## config.mk

```make
export PLATFORM = sky130hd
export DESIGN_NAME = instr_sequencer_flat
export DESIGN_NICKNAME = d
export VERILOG_FILES = /design/src/rtl/instr_sequencer_pkg.sv /design/src/rtl/instr_sequencer_if.sv /design/src/rtl/instr_sequencer_decode.sv /design/src/rtl/instr_sequencer.sv /design/src/flat_wrapper.sv
export SDC_FILE = /design/constraint.sdc
export NUM_CORES = 1
export LEC_CHECK = 0
export BUFFER_PORTS_ARGS = -buffer_cell sky130_fd_sc_hd__clkbuf_2
export CAP_MARGIN = 20
export CORE_AREA = 3 3 81 83
export CTS_CLUSTER_SIZE = 24
export DETAILED_ROUTE_END_ITERATION = 10
export DIE_AREA = 0 0 84 86
export PLACE_DENSITY_LB_ADDON = 0.3
export SETUP_SLACK_MARGIN = 0.05
export SYNTH_ARGS = -nofsm -noshare
export SYNTH_HDL_FRONTEND = slang
export SYNTH_HIERARCHICAL = 1
export SYNTH_SLANG_ARGS = --single-unit
```

## constraint.sdc

```tcl
create_clock -name clk -period 3.4 [get_ports clk]
set_input_delay 0.17 -clock clk [delete_from_list [all_inputs] [get_ports clk]]
set_output_delay 0.17 -clock clk [all_outputs]
set_load 0.02 [all_outputs]
```

## src/rtl/instr_sequencer_pkg.sv

```systemverilog
// Shared opcodes, FSM state encoding and instruction field positions for instr_sequencer.
// Optional feature macro: ILLEGAL_TRAP_EN (see instr_sequencer.sv).
package instr_sequencer_pkg;

  localparam logic [3:0] OP_NOP  = 4'h0;
  localparam logic [3:0] OP_MOV  = 4'h1;
  localparam logic [3:0] OP_LDI  = 4'h2;
  localparam logic [3:0] OP_ALU  = 4'h3;
  localparam logic [3:0] OP_JMP  = 4'h4;
  localparam logic [3:0] OP_HALT = 4'hF;

  localparam logic [1:0] S_IDLE  = 2'd0;
  localparam logic [1:0] S_FETCH = 2'd1;
  localparam logic [1:0] S_EXEC  = 2'd2;
  localparam logic [1:0] S_HALT  = 2'd3;

  localparam int OP_MSB   = 15;
  localparam int OP_LSB   = 12;
  localparam int RD_MSB   = 11;
  localparam int RD_LSB   = 9;
  localparam int RS_MSB   = 8;
  localparam int RS_LSB   = 6;
  localparam int RT_MSB   = 5;
  localparam int RT_LSB   = 3;
  localparam int FN_MSB   = 2;
  localparam int FN_LSB   = 0;
  localparam int IMM9_MSB = 8;
  localparam int IMM8_MSB = 7;

  function automatic logic [3:0] getOp(input logic [15:0] instr);
    return instr[OP_MSB:OP_LSB];
  endfunction

  // Opcodes 5..E have no defined meaning.
  function automatic logic isUndefinedOp(input logic [3:0] op);
    return (op >= 4'h5) && (op <= 4'hE);
  endfunction

endpackage

```

## src/rtl/instr_sequencer_if.sv

```systemverilog
// Bus between the sequencer and its neighbours: instruction ROM, register file and ALU.
// Optional feature macro: ILLEGAL_TRAP_EN (affects the top module only).
interface instr_sequencer_if #(
  parameter int PC_W = 8,
  parameter int IW   = 16
);

  logic [PC_W-1:0] imem_addr;
  logic [IW-1:0]   imem_data;
  logic [31:0]     alu_result;
  logic [2:0]      alu_op;
  logic [2:0]      waddr;
  logic [2:0]      raddr1;
  logic [2:0]      raddr2;
  logic            sto;
  logic [31:0]     wb_data;

  modport master (
    output imem_addr, alu_op, waddr, raddr1, raddr2, sto, wb_data,
    input  imem_data, alu_result
  );

  modport slave (
    input  imem_addr, alu_op, waddr, raddr1, raddr2, sto, wb_data,
    output imem_data, alu_result
  );

endinterface

```

## src/rtl/instr_sequencer_decode.sv

```systemverilog
// Combinational decode of (state, ir) into register-file and ALU controls.
// Optional feature macro: ILLEGAL_TRAP_EN (no effect here; trapped opcodes never reach EXEC).
module instr_decode
  import instr_sequencer_pkg::*;
(
  input  logic [1:0]  state_i,
  input  logic [15:0] ir_i,
  input  logic [31:0] alu_result_i,
  output logic [2:0]  alu_op_o,
  output logic [2:0]  waddr_o,
  output logic [2:0]  raddr1_o,
  output logic [2:0]  raddr2_o,
  output logic        sto_o,
  output logic [31:0] wb_data_o
);

  // The register file writes every clock, so any cycle without a real write
  // must leave the controls at zero: r0 is copied onto itself.
  always_comb begin
    alu_op_o  = 3'd0;
    waddr_o   = 3'd0;
    raddr1_o  = 3'd0;
    raddr2_o  = 3'd0;
    sto_o     = 1'b0;
    wb_data_o = 32'd0;
    if (state_i == S_EXEC) begin
      case (getOp(ir_i))
        OP_MOV: begin
          raddr1_o = ir_i[RS_MSB:RS_LSB];
          waddr_o  = ir_i[RD_MSB:RD_LSB];
        end
        OP_LDI: begin
          waddr_o   = ir_i[RD_MSB:RD_LSB];
          sto_o     = 1'b1;
          wb_data_o = {23'd0, ir_i[IMM9_MSB:0]};
        end
        OP_ALU: begin
          raddr1_o  = ir_i[RS_MSB:RS_LSB];
          raddr2_o  = ir_i[RT_MSB:RT_LSB];
          alu_op_o  = ir_i[FN_MSB:FN_LSB];
          waddr_o   = ir_i[RD_MSB:RD_LSB];
          sto_o     = 1'b1;
          wb_data_o = alu_result_i;
        end
        default: ;
      endcase
    end
  end

endmodule

```

## src/rtl/instr_sequencer.sv

```systemverilog
// Two-cycle fetch/execute sequencer driving an 8x32 register file that writes every clock.
// Optional feature macro: ILLEGAL_TRAP_EN -- undefined opcodes halt and raise a sticky illegal_o.
module instr_sequencer
  import instr_sequencer_pkg::*;
#(
  parameter int              PC_W     = 8,
  parameter logic [PC_W-1:0] START_PC = '0,
  parameter int              IW       = 16
) (
  input  logic            clk,
  input  logic            rst_n,
  input  logic            start_i,
  instr_sequencer_if.master bus,
  output logic [PC_W-1:0] pc_o,
  output logic            halted_o
`ifdef ILLEGAL_TRAP_EN
  ,
  output logic            illegal_o
`endif
);

  logic [1:0]      state_q, state_d;
  logic [PC_W-1:0] pc_q, pc_d;
  logic [IW-1:0]   ir_q, ir_d;
`ifdef ILLEGAL_TRAP_EN
  logic            illegal_q, illegal_d;
`endif

  // JMP overrides the increment taken at FETCH; HALT is only left through reset.
  always_comb begin
    state_d = state_q;
    pc_d    = pc_q;
    ir_d    = ir_q;
`ifdef ILLEGAL_TRAP_EN
    illegal_d = illegal_q;
`endif
    case (state_q)
      S_IDLE: begin
        if (start_i) state_d = S_FETCH;
      end
      S_FETCH: begin
        ir_d = bus.imem_data;
        pc_d = pc_q + 1'b1;
        if (getOp(bus.imem_data) == OP_HALT) begin
          state_d = S_HALT;
`ifdef ILLEGAL_TRAP_EN
        end else if (isUndefinedOp(getOp(bus.imem_data))) begin
          state_d   = S_HALT;
          illegal_d = 1'b1;
`endif
        end else begin
          state_d = S_EXEC;
        end
      end
      S_EXEC: begin
        state_d = S_FETCH;
        if (getOp(ir_q) == OP_JMP) pc_d = PC_W'(ir_q[IMM8_MSB:0]);
      end
      default: state_d = S_HALT;
    endcase
  end

  always_ff @(posedge clk or negedge rst_n) begin
    if (!rst_n) begin
      state_q <= S_IDLE;
      pc_q    <= START_PC;
      ir_q    <= '0;
`ifdef ILLEGAL_TRAP_EN
      illegal_q <= 1'b0;
`endif
    end else begin
      state_q <= state_d;
      pc_q    <= pc_d;
      ir_q    <= ir_d;
`ifdef ILLEGAL_TRAP_EN
      illegal_q <= illegal_d;
`endif
    end
  end

  instr_decode u_decode (
    .state_i      (state_q),
    .ir_i         (ir_q),
    .alu_result_i (bus.alu_result),
    .alu_op_o     (bus.alu_op),
    .waddr_o      (bus.waddr),
    .raddr1_o     (bus.raddr1),
    .raddr2_o     (bus.raddr2),
    .sto_o        (bus.sto),
    .wb_data_o    (bus.wb_data)
  );

  assign bus.imem_addr = pc_q;
  assign pc_o          = pc_q;
  assign halted_o      = (state_q == S_HALT);
`ifdef ILLEGAL_TRAP_EN
  assign illegal_o     = illegal_q;
`endif

endmodule
```

## src/flat_wrapper.sv

```systemverilog
// flat-port wrapper written by rule: the top's interface ports become plain ports
module instr_sequencer_flat import instr_sequencer_pkg::*;
#(
  parameter int              PC_W     = 8,
  parameter logic [PC_W-1:0] START_PC = '0,
  parameter int              IW       = 16
)
  (clk, rst_n, start_i, pc_o, halted_o, bus_imem_addr, bus_alu_op, bus_waddr, bus_raddr1, bus_raddr2, bus_sto, bus_wb_data, bus_imem_data, bus_alu_result);
  instr_sequencer_if #(.PC_W(PC_W), .IW(IW)) bus_i ();
  input  logic clk;
  input  logic rst_n;
  input  logic start_i;
  output logic [PC_W-1:0] pc_o;
  output logic halted_o;
  output wire logic [$bits(bus_i.imem_addr)-1:0] bus_imem_addr;
  output wire logic [$bits(bus_i.alu_op)-1:0] bus_alu_op;
  output wire logic [$bits(bus_i.waddr)-1:0] bus_waddr;
  output wire logic [$bits(bus_i.raddr1)-1:0] bus_raddr1;
  output wire logic [$bits(bus_i.raddr2)-1:0] bus_raddr2;
  output wire logic [$bits(bus_i.sto)-1:0] bus_sto;
  output wire logic [$bits(bus_i.wb_data)-1:0] bus_wb_data;
  input wire logic [$bits(bus_i.imem_data)-1:0] bus_imem_data;
  input wire logic [$bits(bus_i.alu_result)-1:0] bus_alu_result;
  assign bus_imem_addr = bus_i.imem_addr;
  assign bus_alu_op = bus_i.alu_op;
  assign bus_waddr = bus_i.waddr;
  assign bus_raddr1 = bus_i.raddr1;
  assign bus_raddr2 = bus_i.raddr2;
  assign bus_sto = bus_i.sto;
  assign bus_wb_data = bus_i.wb_data;
  assign bus_i.imem_data = bus_imem_data;
  assign bus_i.alu_result = bus_alu_result;
  instr_sequencer #(.PC_W(PC_W), .START_PC(START_PC), .IW(IW)) u_core (.clk(clk), .rst_n(rst_n), .start_i(start_i), .bus(bus_i), .pc_o(pc_o), .halted_o(halted_o));
endmodule
```

* Word-level counts from Yosys, hierarchy flattened
Cells that the tools add are included.
** Word-level totals
- Input bits :: 51
- Register bits :: 26
- Word-level logic and storage cells :: 37
- Output and inout bits :: 62
** Operators by class
- Reduce and logical (&&, ||, !) cells :: 6
- Mux-type cells :: 17
- $add $sub $neg :: 1
- Equal/unequal tests :: 10
** Operator list (number)
- one-hot mux 32 bit (2 select lines) :: 1
- two-way mux 32 bit :: 1
- two-way mux 3 bit :: 8
- one-hot mux 8 bit (2 select lines) :: 1
- adder 8 x 1 -> 8 bit (second input constant) :: 1
- equality test 4 x 2 -> 1 bit (second input constant) :: 2
- two-way mux 8 bit :: 1
- one-hot mux 2 bit (3 select lines) :: 1
- equality test 2 bit (second input constant) :: 2
- equality test 4 x 1 -> 1 bit (second input constant) :: 1
- equality test 4 x 3 -> 1 bit (second input constant) :: 1
- equality test 4 bit (second input constant) :: 1
- OR reduction 2 bit :: 2
- two-way mux 1 bit :: 3
- OR reduction 3 bit :: 1
- equality test 2 x 1 -> 1 bit (second input constant) :: 1
- logical NOT 2 bit :: 1
- two-way mux 2 bit :: 1
- inequality test 2 x 1 -> 1 bit (second input constant) :: 1
- inequality test 2 bit (second input constant) :: 1
- AND reduction 2 bit :: 1
- nonzero test 2 bit :: 1

* Depth between registers and ports, before layout
Gate-level depths: netlist of run 1.
- Word-level depth :: 4
- Mapped depth :: 6
- Depth with buffers taken out :: 5

* By module
Netlist of run 1, hierarchy kept.
** By module, submodules not included
- instr_sequencer :: seq. area each 650.6 um^2, cells each 146, instances 1, area an instance 1318.8 um^2
- instr_decode :: seq. area each 0.0 um^2, cells each 101, instances 1, area an instance 745.7 um^2

* Worst setup path before layout of run 1
OpenSTA, ideal clock, no wires.
- Kind :: register to output
- Start point :: register u_core.ir_q[15]
- End point :: output port bus_waddr[0]
- Setup slack :: 1636 ps
- Cell stages (with the launch flop) :: 4
- Data required time :: 3230 ps
- Arrival time :: 1594 ps
- Buffers on the path :: 1
- Path through :: dfrtp_1 > or4b_1 > buf_4 > nor3b_1
** Between the ends
- Cells in the longest elaborated chain, start to end :: 4
- Elaborated cells between the ends (all ways) :: 6
- Those cells by class :: eq/ne: 3; mux: 2; reduce/logical: 1
** Ends and longest elaborated chain
- start: declaration :: line instr_sequencer.sv:24 : logic [IW-1:0] ir_q, ir_d;
- start signal: assignment :: line instr_sequencer.sv:74 : ir_q <= ir_d;
- equality test 4 x 2 -> 1 bit / equality test 4 x 1 -> 1 bit (equally long branches) :: line instr_sequencer_decode.sv:27 : case (getOp(ir_i))
- OR reduction 3 bit (no line) *
- two-way mux 3 bit * :: line instr_sequencer_decode.sv:27
- two-way mux 3 bit * :: line instr_sequencer_decode.sv:26 : if (state_i == S_EXEC) begin
- end: declaration :: line flat_wrapper.sv:17 : output wire logic [$bits(bus_i.waddr)-1:0] bus_waddr;
Mark *: on every way between the ends. The rest lies on a longest branch, timed or not.

* Worst setup path after layout of run 1
- Start point :: register u_core.state_q[1]
- End point :: output port bus_waddr[0]
** Between the ends
- Cells in the longest elaborated chain, start to end :: 2
** Ends and longest elaborated chain
- start: declaration :: line instr_sequencer.sv:22 : logic [1:0] state_q, state_d;
- start signal: assignment :: line instr_sequencer.sv:72 : state_q <= state_d;
- equality test 2 bit :: line instr_sequencer_decode.sv:26
- two-way mux 3 bit :: line instr_sequencer_decode.sv:26
No other way between the ends.

==> results of run 1 <==
area by class of cell:
cell class              count  area (sq um)  area share (%)
well taps                  75          93.8            3.58
repair buffers            116           593            22.6
inverters                   3          11.3           0.429
flip-flops and latches     26           651            24.8
clock buffers               4          55.1            2.10
multi-input cells         188          1220            46.5
worst reg2reg max path, stage by stage, from the launching register on:
cell	delay, ns
dfrtp_1	0.53
nor4b_1	0.74
nand2_1	0.26
o22ai_1	0.18
a21boi_0	0.11
worst min path at each step:
stage	slack, ns	to	start	depth (start not counted)
finish	0.08	u_core/ir_q[7]	bus_imem_data[7]	3
global route	0.08	u_core/ir_q[7]	bus_imem_data[7]	3
CTS	0.08	u_core/ir_q[7]	bus_imem_data[7]	3
detailed placement	0.24	u_core/ir_q[6]	rst_n	1
global placement	0.23	u_core/bus.imem_addr[6]	rst_n	1
floorplan	-0.13	u_core/bus.imem_addr[0]	rst_n	0
layer usage:
| metal | wire length (um) | track usage [%] |
|---|---|---|
| met5 | 0 | 0 |
| met4 | 30 | 1.75 |
| met3 | 304 | 2.69 |
| met2 | 2920 | 27.5 |
| met1 | 2550 | 20.2 |
logic make-up after synthesis:
logic type                 after synthesis
muxes                                   12
DFF                                     26
buffers and inverters                   33
AOI/OAI and AO/OA                       21
xor gates and xnor gates                 1
adders and majority gates                1
and+or+nand+nor                        153
registers in the layout (all words and copies together), names as in the netlist:
register              flops
u_core/state_q            2
u_core/ir_q              16
u_core/bus.imem_addr      8
metrics by stage:
| step | total power, mW | setup WS [ns] |
|---|---|---|
| 4_1_cts | 1.60 | 0.849 |
| 3_3_place_gp | 1.37 | 1.20 |
| 2_1_floorplan | 1.22 | 1.64 |
| 3_5_place_dp | 1.39 | 1.16 |
| 5_1_grt | 1.70 | 0.705 |
| 6_report | 1.58 | 0.858 |
repair_timing:
item | in CTS | in global routing
setup buffers | 0 | 0
hold buffers | 1 | 0
resized for setup | 0 | 0
hold endpoints to repair | 26 | 0
layout by cell type, fill, tap and decap left out, types with 3 or more instances in the layout:
cell,n
buf_4,3
nand4_1,3
nand2_1,81
clkbuf_2,112
a31oi_1,3
and3_1,5
mux2i_1,9
nor3_2,38
dfrtp_1,26
clkbuf_8,4
o21ai_0,3
nor2_1,6
power groups by stage:
stage,clock network [mW],registers (mW),logic [mW]
after floorplan,0,0.599,0.620
after global placement,0,0.630,0.741
after detailed placement,0,0.636,0.758
after CTS,0.210,0.630,0.762
after global routing,0.222,0.650,0.830
final,0.202,0.627,0.752
==> summary.md, run 1 <==
| Metric | Value |
|---|---|
| Status | finished, final reports clean |
| Synth Instances | 247 |
| Design Area, Final | 2620 sq um |
| Register area share after synthesis | about a third |
| Number of synthesized flops with an enable pin | 0 |
| RR Startpoint | u_core/ir_q[12] |
| RSZ-0062 raised after global routing | no |
| Yosys top cell by area | dfrtp_1 |
| Yosys cell types | 45 |
| Final hold vios | 0 |
| Post-Synth XOR/XNOR Area | 0.424% |
| Remaining global-route overflow | 0 |
| Worst VDD drop | 0.000299 V |
| Sw frac | 48.8% |
| Most frequent cell after synthesis | nand2_1 |
| Commonest cells post-synth | nand2_1, nor3_2, dfrtp_1, clkbuf_1 |
| Power per cell area | approximately 600 nW/um^2 |
| Final wirelength | around 5800 um |
| Dpl cells | 407 |
| HP Class | in -> reg |
| Ant diodes | 0 |
| Worst reg2reg endpoint | u_core/bus.imem_addr[3] |
| First-pass GRT wire length | 9220 um |
| Clock power share | 12.8% |
| Clock transition at path regs | 0.09 ns |
| Clock buffer count from CTS | 3 |
| Post-Synth Adder-Cell Area | 0.606% |
| Layout area overhead | 27.0% |
| Setup CP Type | reg -> out |
| Flops & latches, synth | 26 |
| HPWL Detailed | 4380 um |
| Worst clock skew | 0.00420 ns |
| Syn Area/Cell | approximately 8.4 sq um |
| DRT iter0 DRCs | 93 |
| Die area | 7220 sq um |
| DP Area | 2560 sq um |
| Final setup viols | 0 |
| Worst path cell trace | or4b_2 > buf_4 > nor3b_1 > clkbuf_2 |
| Top delay family on crit path | simple AND/OR/NAND/NOR gates |
| CTS sink cnt | 26 |
| Syn Std Cell Area | 2060 sq um |
| CORE AREA | between 5000 and 6000 sq um |
| Fraction of layout cells with a size suffix above 1 | 49.3% |
| Crit end category | output pin |
| Combinational Power Share | 47.6% |
| Fillers | 615 |
| CP startpoint | u_core/state_q[1] |
| Vias per cell | just under 5 |
| Worst-skew pair later-pin latency | 0.27 ns |
| Vias in the first global route | 1789 |
| Crit path capture | bus_waddr[0] |
| Final non-filler cell total | between 400 and 500 |
| Largest family of logic cells by synthesized area | simple AND/OR/NAND/NOR gates |
| Worst EP arrival | around 2.4 ns |
| Length of the first detailed-routing pass in iterations | 4 |
| MaxCap Viol Count | 0 |
| Fmax | 0.393 GHz |
| Die Y | ~86 um |
| Initial antenna violation count | 0 |
| Synth Area in Compound Gates | 7.33% |
| # port buffers | roughly 110 |
| CP max stage cell | dfrtp_1 |
| Via count | 1996 |
| Crit-path max cell delay | 0.68 ns |
| # DRC | 0 |
| Syn nets | 299 |
| CP Max Fanout | 42 |
| LEAKAGE | 1.25 nW |
| Yosys warning total | 6 |
| Fin crit share | 74.8% |
| Simple-gate portion of the synthesized area | 44.5% |
| Asr flop ratio synth | 100% |
| Slew Viols, Final | 0 |
| I/O pin cnt | 113 |
| Final TNS setup | 0 ns |
| Top post-synthesis cells by area | dfrtp_1, nor3_2, nand2_1 |
| WP buf/inv | 2 |
| Nets | between 300 and 400 |
| Max-slew headroom | 35.0% |
| Overall Global Routing Usage | 15.4% |
| DRT antenna net count | 0 |
| GPL Wtd Cong | slightly below 0.8 |
| FF-to-FF path depth | 4 |
| FP Rows | 28 |
| CTS tree | done |
| Final Util | 44.3% |
| Slew at the pin closest to its max-slew limit | 0.974 ns |
| Cell-internal power | 0.809 mW |
| Largest net degree at the start of global routing | 43 |
| Crit path time final | around 2.5 ns |
| Minimum hold slack | 0.0816 ns |
| Die width | 84 um |
| H-tree depth | 1 |
| Switching pwr | slightly below 0.8 mW |
| Root Buffer Master | clkbuf_8 |
| Register share of total power | 39.7% |
| Critical Path RT | 3.23 ns |
| Critical path depth in cells | 4 |
| Top-area cell type share of the netlist area | 31.5% |
| Initial Utilization | 34.9% |
| Ys flop type | dfrtp_1 |
| Multiplexer share of the synthesized area | 6.18% |
| FF-to-FF setup slack | 1.44 ns |
| Max Buffers Root-to-Sink | 2 |
| CP startpoint kind | register |
| Post-DR wirelength/cell | 14.1 um |
Power figures use the tool's default switching activity.
==> inputs of run 2 (changes only) <==
- ABC_AREA: default -> 1
- clock period: 3.4 -> 2.1 ns (I/O delays scaled with it)
==> run 2 against run 1 <==
Compared with the run above: non-clock buffer count shrank 1; cell count grew 15%; clock-buffer cell count fell by 1; largest cell class unchanged; worst setup slack got worse by 0.62 ns; flip-flop and latch count is the same; critical path type unchanged; sequential share of layout area up 0.17 points.
==> summary.md, run 2 <==
| Metric | Value |
|---|---|
| Status | finished, final reports clean |
| Layout area overhead | 28.6% |
| Critical Path RT | 2.00 ns |
| Number of synthesized flops with an enable pin | 0 |
| Register area share after synthesis | 32.1% |
| Fin crit share | 88.6% |
| Final TNS setup | 0 ns |
| Asr flop ratio synth | 100% |
| Final non-filler cell total | 475 |
| Fmax | approximately 0.54 GHz |
| Top reg by flops | u_core/ir_q |
| RSZ-0062 raised after global routing | no |
| Yosys warning total | 6 |
| Most frequent cells in the layout | clkbuf_2, nand2_1, nor2_1 |
| Worst clock skew | 0.00666 ns |
| Clock buffer count from CTS | 3 |
| Fillers | 657 |
| Most common cell after layout, fill and taps aside | clkbuf_2 |
| Flops & latches, synth | 26 |
| Power per cell area | between 1000 and 1500 nW/um^2 |
| Max-slew headroom | between 50% and 60% |
| Number of flip-flops in the largest register | 16 |
| Vias per cell | around 4.4 |
| CORE AREA | 5920 sq um |
| Worst EP arrival | roughly 1.8 ns |
| Setup CP Type | reg -> out |
| Die width | ~84 um |
| Max Buffers Root-to-Sink | 2 |
| Syn Std Cell Area | roughly 2000 sq um |
| CTS tree | done |
| First-pass GRT wire length | between 9000 and 10000 um |
| Yosys cell types | 27 |
| Crit path time final | 1.86 ns |
| Largest net degree at the start of global routing | 30 |
| Via count | around 2100 |
| HPWL Detailed | approximately 4300 um |
| Length of the first detailed-routing pass in iterations | 4 |
| DRT iter0 DRCs | 70 |
| Slew Viols, Final | 0 |
| Final wirelength | 5400 um |
| Final setup viols | 0 |
| Initial antenna violation count | 0 |
| Final hold vios | 0 |
| LEAKAGE | ~1.5 nW |
| Ant diodes | 0 |
| Worst-skew pair later-pin latency | 0.26 ns |
| FP Rows | 28 |
| Fraction of layout cells with a size suffix above 1 | a little under two fifths |
| CP startpoint kind | register |
| Root Buffer Master | clkbuf_8 |
| Ys flop type | dfrtp_1 |
| Vias in the first global route | 1931 |
| Remaining global-route overflow | 0 |
| Commonest cells post-synth | nand2_1, nor2_1, inv_1, dfrtp_1, nand3_1 |
| CTS sink cnt | 26 |
| Slew at the pin closest to its max-slew limit | 0.656 ns |
| DRT antenna net count | 0 |
| Nets | 454 |
| Crit-path max cell delay | 0.48 ns |
| FF-to-FF path depth | 5 |
| Area of the multi-input gates | 1070 sq um |
| Die area | 7220 sq um |
| Area taken by flip-flops and latches | 651 sq um |
| CP Max Fanout | 29 |
| Top post-synthesis cells by area | dfrtp_1, nand2_1, nor2_1 |
| HP Class | in -> reg |
| Post-DR wirelength/cell | roughly 11 um |
| Top-area cell type share of the netlist area | 32.1% |
| Tot Pwr | 2.62 mW |
| Worst VDD drop | 0.000529 V |
| MaxCap Viol Count | 0 |
| Worst hold stages | 2 |
| Overall Global Routing Usage | between 15 and 20% |
| I/O pin cnt | 113 |
| Die Y | 86 um |
| Minimum hold slack | 0.0682 ns |
| Syn nets | 353 |
| # port buffers | between 100 and 150 |
| # DRC | 0 |
| GPL Wtd Cong | roughly 0.84 |
| H-tree depth | 1 |
| Dpl cells | about 470 |
| CP max stage cell | inv_2 |
| Synth Instances | 301 |
| Yosys top cell by area | dfrtp_1 |
| Worst path cell trace | inv_1 > nand2_1 > nor2_8 > inv_2 > nor2_1 > clkbuf_2 |
| Most frequent cell after synthesis | nand2_1 |
| Crit end category | output pin |
| Clock transition at path regs | ~0.09 ns |
| Initial Utilization | 34.2% |
| Syn Area/Cell | 6.73 sq um |
## run 2: cell count changes after synthesis, sizes merged, moves of 5 or more
cell and change:
nand3 +10, inv +40, mux2i -9, o21ai +6, nand2 +12, mux2 +9
a21oi +5, and3 -5, clkbuf -9, nor2 +62, nor3 -34
## run 2: cell type report
class	instances	share of cell area (%)
Sequential cell	26	25.0
Multi-Input combinational cell	212	41.0
Tap cell	75	3.60
Inverter	44	6.39
Clock buffer	3	1.59
Timing Repair Buffer	115	22.5
## run 2: critical path, delay by kind of cell, from the launching register on
family | cells | cell delay (ns)
flip-flops | 1 | 0.42
AND/OR/NAND/NOR | 3 | 0.34
buffers and inverters | 3 | 0.72
## run 2: metal layers
layer / track usage, % / wire length [um] / part of all wire [%]
met5: 0 / 0 / 0
met4: 3.07 / 25 / 0.46
met3: 3.55 / 482 / 8.9
met2: 25.3 / 2410 / 45
met1: 20.6 / 2480 / 46
## run 2: repair_timing
action | 4_1_cts | 5_1_grt
hold buffers | 1 | 0
setup endpoints to repair | 24 | 0
endpoints found under the hold margin | 26 | 0
gates resized for setup | 1 | 0
buffers inserted | 0 | 0
## run 2: logic make-up (layout without fill, tap and decap cells)
group | count (synthesis) | after routing | synth area share, %
AO/OA/AOI/OAI | 17 | 17 | 4.26
AND/OR/NAND/NOR | 182 | 182 | 39.5
buffers and inverters | 63 | 162 | 15.2
adder cells (fa/ha/maj) | 1 | 1 | 0.618
flip-flops | 26 | 26 | 32.1
multiplexers | 12 | 12 | 8.34
## run 2: path summary, 6_finish.rpt
| check | from | endpoint | slack, ns |
|---|---|---|---|
| setup / recovery | u_core/ir_q[15] | bus_wb_data[22] | 0.24 |
| hold reg to reg | u_core/ir_q[8] | u_core/ir_q[8] | 0.52 |
| min in group asynchronous | rst_n | u_core/ir_q[11] | 0.42 |
| setup reg to reg | u_core/state_q[0] | u_core/bus.imem_addr[4] | 0.68 |
| max in group asynchronous | rst_n | u_core/ir_q[3] | 1.25 |
| hold / removal | bus_imem_data[6] | u_core/ir_q[6] | 0.07 |
## run 2: stage by stage
stage	setup WS (ns)	instance area, sq um	util, %
after detailed placement	0.309	2550	43.1
after global placement	0.363	2550	43.1
after CTS	0.214	2610	44.0
final	0.239	2610	44.0
after floorplan	0.655	2030	-
after global routing	0.0637	2610	44.0
## run 2: power by group
part / leakage (nW) / internal, mW / switching [mW]
sequential: 0.305 / 0.725 / 0.249
clock: 0.0216 / 0.128 / 0.145
combinational: 1.14 / 0.527 / 0.850
==> inputs of run 3 (changes only) <==
- clock period: 2.1 -> 2.4 ns (I/O delays scaled with it)
==> run 3 against run 2 <==
Compared with the run above: clock power fell by 12%; global-route usage grew 0.082 points; largest cell class unchanged; largest power group unchanged; combinational power fell by 13%; clock skew is 0.0013 ns lower.
==> summary.md, run 3 (synthesis gave the netlist of run 2 again) <==
| Metric | Value |
|---|---|
| CP Max Fanout | 26 |
| Die width | 84 um |
| Max Buffers Root-to-Sink | 2 |
| Clock transition at path regs | 0.09 ns |
| Tot Pwr | 2.29 mW |
| Worst clock skew | 0.00540 ns |
| Initial Utilization | 34.2% |
| Length of the first detailed-routing pass in iterations | 4 |
| Initial antenna violation count | 0 |
| Post-DR wirelength/cell | 11.5 um |
| Fraction of layout cells with a size suffix above 1 | between 30% and 40% |
| CORE AREA | slightly below 6000 sq um |
| MaxCap Viol Count | 0 |
| HP Class | in -> reg |
| LEAKAGE | between 1 and 1.5 nW |
| HPWL Detailed | approximately 4300 um |
| CTS tree | done |
| # DRC | 0 |
| RSZ-0062 raised after global routing | no |
| Most common cell after layout, fill and taps aside | clkbuf_2 |
| Worst EP arrival | 1.93 ns |
| Slew at the pin closest to its max-slew limit | 0.673 ns |
| Setup CP Type | reg -> out |
| Max-slew headroom | 55.2% |
| Power per cell area | slightly below 900 nW/um^2 |
| Status | finished, final reports clean |
| Number of flip-flops in the largest register | 16 |
| Crit path time final | 2.05 ns |
| First-pass GRT wire length | 9200 um |
| Remaining global-route overflow | 0 |
| # port buffers | around 110 |
| Post-CTS setup buffer count | 0 |
| Clock buffer count from CTS | 3 |
| Met2 Use GR | approximately 27% |
| Crit end category | output pin |
| GPL Wtd Cong | about 0.85 |
| Slew Viols, Final | 0 |
| DRT antenna net count | 0 |
| Fin crit share | roughly 86% |
| Worst VDD drop | roughly 0.00051 V |
| Final wirelength | 5430 um |
| Nets | 453 |
| Design Area, Final | 2600 sq um |
| CTS sink cnt | 26 |
| DRT iter0 DRCs | 63 |
| Overall Global Routing Usage | 15.4% |
| Root Buffer Master | clkbuf_8 |
| Vias in the first global route | between 2000 and 2500 |
| Most frequent cells in the layout | clkbuf_2, nand2_1, nor2_1 |
| Critical Path RT | 2.28 ns |
| I/O pin cnt | around 110 |
| Layout area overhead | 28.2% |
| Via count | roughly 2100 |
| DP Area | 2540 sq um |
| Final hold vios | 0 |
| Fmax | 0.487 GHz |
| FP Rows | 28 |
| Top reg by flops | u_core/ir_q |
| Largest net degree at the start of global routing | 30 |
| Grt peak-use layer | met2 |
| Met1 Resource Use GR | 19.6% |
| Vias per cell | 4.36 |
| Met3 Use GR | under 10% |
| CP startpoint kind | register |
| Ant diodes | 0 |
| Die area | 7220 sq um |
| Worst-skew pair later-pin latency | 0.26 ns |
| Final setup viols | 0 |
| H-tree depth | 1 |
| Final TNS setup | 0 ns |
| Die Y | between 80 and 90 um |
| Fillers | 659 |
==> run 3: power by group <==
group          internal, mW  switching (mW)  total (mW)
registers             0.634           0.218       0.852
logic                 0.457           0.741        1.20
clock network         0.112           0.129       0.241
==> run 3: final timing paths <==
check	from	to	slack (ns)	cells after the start
setup / recovery	u_core/state_q[0]	bus_wb_data[29]	0.35	6
max in group asynchronous	rst_n	u_core/ir_q[0]	1.51	2
hold reg to reg	u_core/ir_q[10]	u_core/ir_q[10]	0.52	1
setup reg to reg	u_core/state_q[0]	u_core/bus.imem_addr[3]	1.00	5
hold / removal	bus_imem_data[6]	u_core/ir_q[6]	0.08	2
min in group asynchronous	rst_n	u_core/ir_q[10]	0.45	2
==> run 3: metrics by stage <==
step	std cells	hold slack [ns]	setup WS (ns)	utilization, %
detailed placement	470	0.189	0.285	43.0
floorplan	301	-0.176	0.940	-
global route	474	0.0821	0.113	43.9
finish	474	0.0788	0.346	43.9
CTS	474	0.0726	0.302	43.9
global placement	470	0.176	0.341	43.0
==> run 3: layout make-up <==
cell class / instances / area (sq um) / share of cell area, %
Multi-Input combinational cell: 212 / 1070 / 41.1
Sequential cell: 26 / 651 / 25.0
Timing Repair Buffer: 114 / 578 / 22.3
Inverter: 44 / 166 / 6.41
Tap cell: 75 / 93.8 / 3.61
Clock buffer: 3 / 41.3 / 1.59
==> run 3: worst max-delay path, cell delays in order (launching register included) <==
cell and delay [ns]:
dfrtp_1 0.53, inv_1 0.07, nand2_1 0.29, clkinv_2 0.38
nand2_1 0.18, nor2_2 0.05, clkbuf_2 0.17
==> run 3: what timing repair did <==
item | 4_1_cts | 5_1_grt
resized for setup | 1 | 0
setup endpoints to repair | 26 | 0
hold buffers | 1 | 0
endpoints found under the hold margin | 26 | 0
==> run 3: metal layers <==
metal	part of all wire, %	wire length (um)	up-vias
met3	8.8	479	2
met2	47	2530	87
li1	-	-	1090
met4	0.35	19	0
met1	44	2400	888
met5	0	0	-
